$ cat config.mk
export PLATFORM = sky130hd
export DESIGN_NAME = bcd_countdown_timer
export DESIGN_NICKNAME = d
export VERILOG_FILES = /design/src/rtl/bcd_countdown_timer.sv
export SDC_FILE = /design/constraint.sdc
export NUM_CORES = 1
export LEC_CHECK = 0
export ABC_CLOCK_PERIOD_IN_PS = 2100
export BUFFER_PORTS_ARGS = -buffer_cell sky130_fd_sc_hd__buf_4
export CAP_MARGIN = 15
export CELL_PAD_IN_SITES_DETAIL_PLACEMENT = 0
export CELL_PAD_IN_SITES_GLOBAL_PLACEMENT = 2
export CORE_MARGIN = 2
export CORE_UTILIZATION = 33
export CTS_CLUSTER_DIAMETER = 120
export DETAILED_ROUTE_END_ITERATION = 8
export HOLD_SLACK_MARGIN = 0.08
export PLACE_DENSITY_LB_ADDON = 0.1
export SYNTH_ARGS = -nofsm -noshare
export SYNTH_HDL_FRONTEND = slang
export SYNTH_SLANG_ARGS = --single-unit
$ cat constraint.sdc
create_clock -name clk -period 2.1 [get_ports clk]
set_input_delay 0 -clock clk [delete_from_list [all_inputs] [get_ports clk]]
set_output_delay 0 -clock clk [all_outputs]
set_load 0.01 [all_outputs]
$ cat src/rtl/bcd_countdown_timer.sv
// rtl/bcd_countdown_timer.sv - mm:ss BCD countdown timer with prescaled tick, pause and expiry flags
module bcd_countdown_timer #(
  parameter int CLK_HZ  = 100_000_000,
  parameter int TICK_HZ = 1
) (
  input  logic        clk,
  input  logic        rst,
  input  logic        load,
  input  logic [15:0] preset,
  input  logic        start,
  input  logic        pause,
  output logic [15:0] times,
  output logic        time_out,
  output logic        done,
  output logic        running
);

  localparam int DIV = CLK_HZ / TICK_HZ;
  localparam int PW  = (DIV > 2) ? $clog2(DIV) : 1;
  localparam logic [PW-1:0] PRESC_LAST = PW'(DIV - 1);

  typedef enum logic [1:0] {
    IDLE    = 2'd0,
    RUN     = 2'd1,
    PAUSED  = 2'd2,
    EXPIRED = 2'd3
  } state_t;

  state_t          state;
  logic [PW-1:0]   presc;

  function automatic logic [3:0] clamp_digit(input logic [3:0] d, input logic [3:0] max_d);
    return (d > max_d) ? max_d : d;
  endfunction

  function automatic logic [15:0] clamp_bcd(input logic [15:0] v);
    return {clamp_digit(v[15:12], 4'd9), clamp_digit(v[11:8], 4'd9),
            clamp_digit(v[7:4], 4'd5), clamp_digit(v[3:0], 4'd9)};
  endfunction

  // Ripple-borrow decrement; callers never pass 00:00.
  function automatic logic [15:0] dec_bcd(input logic [15:0] v);
    logic [3:0] m10, m1, s10, s1;
    m10 = v[15:12];
    m1  = v[11:8];
    s10 = v[7:4];
    s1  = v[3:0];
    if (s1 != 4'd0) begin
      s1 = s1 - 4'd1;
    end else begin
      s1 = 4'd9;
      if (s10 != 4'd0) begin
        s10 = s10 - 4'd1;
      end else begin
        s10 = 4'd5;
        if (m1 != 4'd0) begin
          m1 = m1 - 4'd1;
        end else begin
          m1  = 4'd9;
          m10 = m10 - 4'd1;
        end
      end
    end
    return {m10, m1, s10, s1};
  endfunction

  always_ff @(posedge clk or negedge rst) begin
    if (!rst) begin
      state    <= IDLE;
      presc    <= '0;
      times    <= 16'h0000;
      time_out <= 1'b0;
      done     <= 1'b0;
      running  <= 1'b0;
    end else begin
      time_out <= 1'b0;
      if (load) begin
        state   <= IDLE;
        presc   <= '0;
        times   <= clamp_bcd(preset);
        done    <= 1'b0;
        running <= 1'b0;
      end else begin
        case (state)
          IDLE: begin
            if (start && (times != 16'h0000)) begin
              state   <= RUN;
              presc   <= '0;
              running <= 1'b1;
            end
          end
          // PAUSED with pause released counts this cycle too, so no partial tick is lost.
          RUN, PAUSED: begin
            if (pause) begin
              state   <= PAUSED;
              running <= 1'b0;
            end else if (presc == PRESC_LAST) begin
              presc <= '0;
              if (times == 16'h0001) begin
                times    <= 16'h0000;
                time_out <= 1'b1;
                done     <= 1'b1;
                running  <= 1'b0;
                state    <= EXPIRED;
              end else begin
                times   <= dec_bcd(times);
                state   <= RUN;
                running <= 1'b1;
              end
            end else begin
              presc   <= presc + 1'b1;
              state   <= RUN;
              running <= 1'b1;
            end
          end
          default: begin
            state <= EXPIRED;
          end
        endcase
      end
    end
  end

endmodule

==> summary.md <==
| Metric | Value |
|---|---|
| Outcome | finished with violations |
| Failing checks | setup timing |
| Routed wire length | 10.91 mm |
| Final setup vio count | 3 |
| Final worst path period share | 101.7% |
| Highest net fanout along the worst path | 10 |
| Final global-route overflow total | 0 |
| Share of async-settable or async-resettable flops after synthesis | 100.0% |
| Worst R2R Start | times[1]$_DFFE_PN0P_ |
| Final Instance Count excl. Fillers | 649 |
| Worst-Margin Slew | 695.3 ps |
| Power per Cell Area | 614.8 mW/mm^2 |
| Global-route usage over all layers | 20.26% |
| Standard-cell row count | 37 |
| FF-to-FF End | presc[3]$_DFFE_PN0P_ |
| Post-synthesis net count | 412 |
| Final hold violation count | 0 |
| Endpoint of the worst hold-timing path | times[6]$_DFFE_PN0P_ |
| Remaining antenna violation count after routing | 0 |
| Longest Clk Path Bufs | 2 |
| Final critical path time including I/O delays and setup | 2136 ps |
| Clock Skews | 8.679 ps |
| Number of iterations in the first detailed-routing pass | 6 |
| Largest area contributor in the netlist | dfrtp_1 |
| Die outline area | 0.01111 mm^2 |
| # port buffers | 39 |
| RSZ-0062 raised after global routing | true |
| Leakage power of the design | 2.053 nW |
| Cell area after synthesis | 0.003393 mm^2 |
| Initial antenna violation count | 0 |
| Vias per cell | 5.362 |
| R2R cell count | 10 |
| PnR worst setup slack | -36.10 ps |
| CTS tree | yes |
| Max Cap Violations | 0 |
| Library cell used as clock root buffer | clkbuf_8 |
| Worst slew margin relative to its limit | 53.65% |
| Largest net degree at the start of global routing | 49 |
| CORE AREA | 0.01014 mm^2 |
| Detailed placement HPWL | 7.901 mm |
| Post-synthesis cell type count | 73 |
| Sink Count | 48 |
| Worst setup path class | register to register |
| Post-place setup slack | -106.9 ps |
| Worst Path Required | 2350 ps |
| Register-to-register setup slack | -40 ps |
| Chip width | 105.4 um |
| Share of post-route cells with drive strength above 1 | 36.65% |
| Worst Hold Depth | 5 |
| Area share of the largest cell type after synthesis | 35.40% |
| Via count of the first global-routing pass | 3553 |
| Number of nets in the final layout | 543 |
| Vias | 3480 |
| Clock latency reported for the late side of the worst-skew pair | 310 ps |
| Mean instance size in the synthesized netlist | 8.906 um^2 |
| Cell total after placement | 622 |
| Initial standard-cell utilization of the core | 33.47% |
| Instance count of the mapped netlist | 381 |
| Nature of the critical path startpoint | register |
| Antenna Cells | 0 |
| Area growth syn-to-layout | 44.03% |
| Number of I/O pins | 40 |
| Maximum level of the CTS H-tree | 2 |
| Overall power consumption | 3.004 mW |
| Most frequently used flop master after synthesis | dfrtp_1 |
| Flop and latch count out of synthesis | 48 |
| Mean routed wirelength per cell | 16.82 um |
| Final weighted congestion in routability-driven placement | 0.7978 |
| Class of the tightest hold or removal check | input pin to register |
| Vertical extent of the die | 105.4 um |
| Launch point of the worst hold path | preset[7] |
| Sort of element at the end of the critical path | register |
| Total clock buffers created by CTS | 5 |
| Global-route wire length before repair | 18.02 mm |
| Clock-pin slew on the worst setup and hold paths | 100 ps |
| Signal arrival time at the worst endpoint | 2380 ps |
| Worst ir drop on vdd | 0.2905 mV |
| Post-route DRC | 0 |
| Top area cells in the synthesized netlist | dfrtp_1 (35%), ha_1 (3.7%), nand2_1 (3.4%) |
| EDFF count, synth | 0 |
| Share of the yosys chip area belonging to registers | 35.40% |
| Final Max Tran Viols | 0 |
| Most frequent cells after synthesis | dfrtp_1 (48), nand2_1 (31), inv_1 (27) |
| Most used standard cell by instance count after synthesis | dfrtp_1 |
| Iteration-0 DRC count of the detailed router | 128 |
| Yosys warns | 0 |
| Fmax | 468.1 MHz |
metrics by stage:
step | utilization (%) | TNS, ps | hold slack [ps] | area [um^2]
after floorplan | - | 0 | -295.6 | 3393
after global placement | 43.44 | -251.0 | 90.69 | 4404
after detailed placement | 43.44 | -471.9 | 96.31 | 4404
after CTS | 46.14 | 0 | 96.41 | 4678
after global routing | 48.20 | -677.3 | 128.5 | 4887
final | 48.20 | -41.94 | 100.5 | 4887
flip-flops by register name, summed over array words and instances, names as in the netlist:
name and flops:
done 1, presc 27, running 1, state 2
time_out 1, times 16
routing by layer:
metal / vias up / global-route usage (%) / wire, um
met5: - / 0 / 0
li1: 1721 / - / -
met2: 42 / 35.76 / 5551
met1: 1709 / 25.94 / 5026
met3: 8 / 3.030 / 260
met4: 0 / 4.857 / 76
layout make-up:
class                           count  area, um^2
Timing Repair Buffer              142        1157
Sequential cell                    48        1201
Clock inverter                      1       7.507
Multi-Input combinational cell    288        2163
Tap cell                          136       170.2
Inverter                           27       101.3
Fill cell                         957        5251
Clock buffer                        7       86.33
repair_timing:
action / in CTS / in global routing
pin swaps: 5 / 11
setup buffers: 1 / 4
hold endpoints to repair: 61 / 0
resized for setup: 9 / 36
hold buffers: 14 / 0
endpoints found under the setup margin: 17 / 38
worst max-delay path by stage:
stage / start / end / depth (start not counted)
6_report: times[1]$_DFFE_PN0P_ / presc[3]$_DFFE_PN0P_ / 10
5_1_grt: times[0]$_DFFE_PN0P_ / presc[3]$_DFFE_PN0P_ / 10
4_1_cts: times[0]$_DFFE_PN0P_ / times[12]$_DFFE_PN0P_ / 10
3_5_place_dp: times[12]$_DFFE_PN0P_ / presc[11]$_DFFE_PN0P_ / 9
3_3_place_gp: times[0]$_DFFE_PN0P_ / presc[11]$_DFFE_PN0P_ / 9
2_1_floorplan: times[8]$_DFFE_PN0P_ / presc[24]$_DFFE_PN0P_ / 9
placed cells by master, fill, tap and decap left out, types with 4 or more instances in the layout:
master,count
a21oi_2,6
a22oi_1,8
nor3_1,15
nor2b_1,5
nand3_1,17
o21ai_1,6
buf_6,5
a41oi_1,5
ha_1,5
nand2_1,31
dlygate4sd3_1,14
o31ai_1,12
o21ai_0,9
buf_4,120
or3_1,5
clkbuf_8,6
nor2_1,23
and3_1,5
a21boi_0,5
mux2i_1,4
a31oi_1,11
and4_1,7
inv_1,24
nand4_1,9
a21oi_1,16
dfrtp_1,48
critical path, stage by stage (launching register included):
cell and delay [ps]:
dfrtp_1 380, inv_2 70, ha_2 180, nor4bb_2 160
buf_4 140, and4_4 200, o21a_4 210, buf_12 140
buf_6 120, or3_4 360, a21oi_2 120
report_power, final:
group	switching, mW	total, mW	internal (mW)
sequential	0.0563	1.05	0.996
combinational	0.662	1.33	0.669
clock	0.352	0.621	0.269
total	1.07	3.00	1.93
cells by family (layout without fill, tap and decap cells):
logic type / Yosys count / in the layout / synth area share, %
buffers and inverters: 45 / 177 / 6.526
adders and majority gates: 10 / 10 / 3.687
and+or+nand+nor: 154 / 154 / 27.25
AOI/OAI and AO/OA: 120 / 120 / 25.96
DFF: 48 / 48 / 35.40
muxes: 4 / 4 / 1.180
Note: power is estimated with default switching activity, not from simulation.
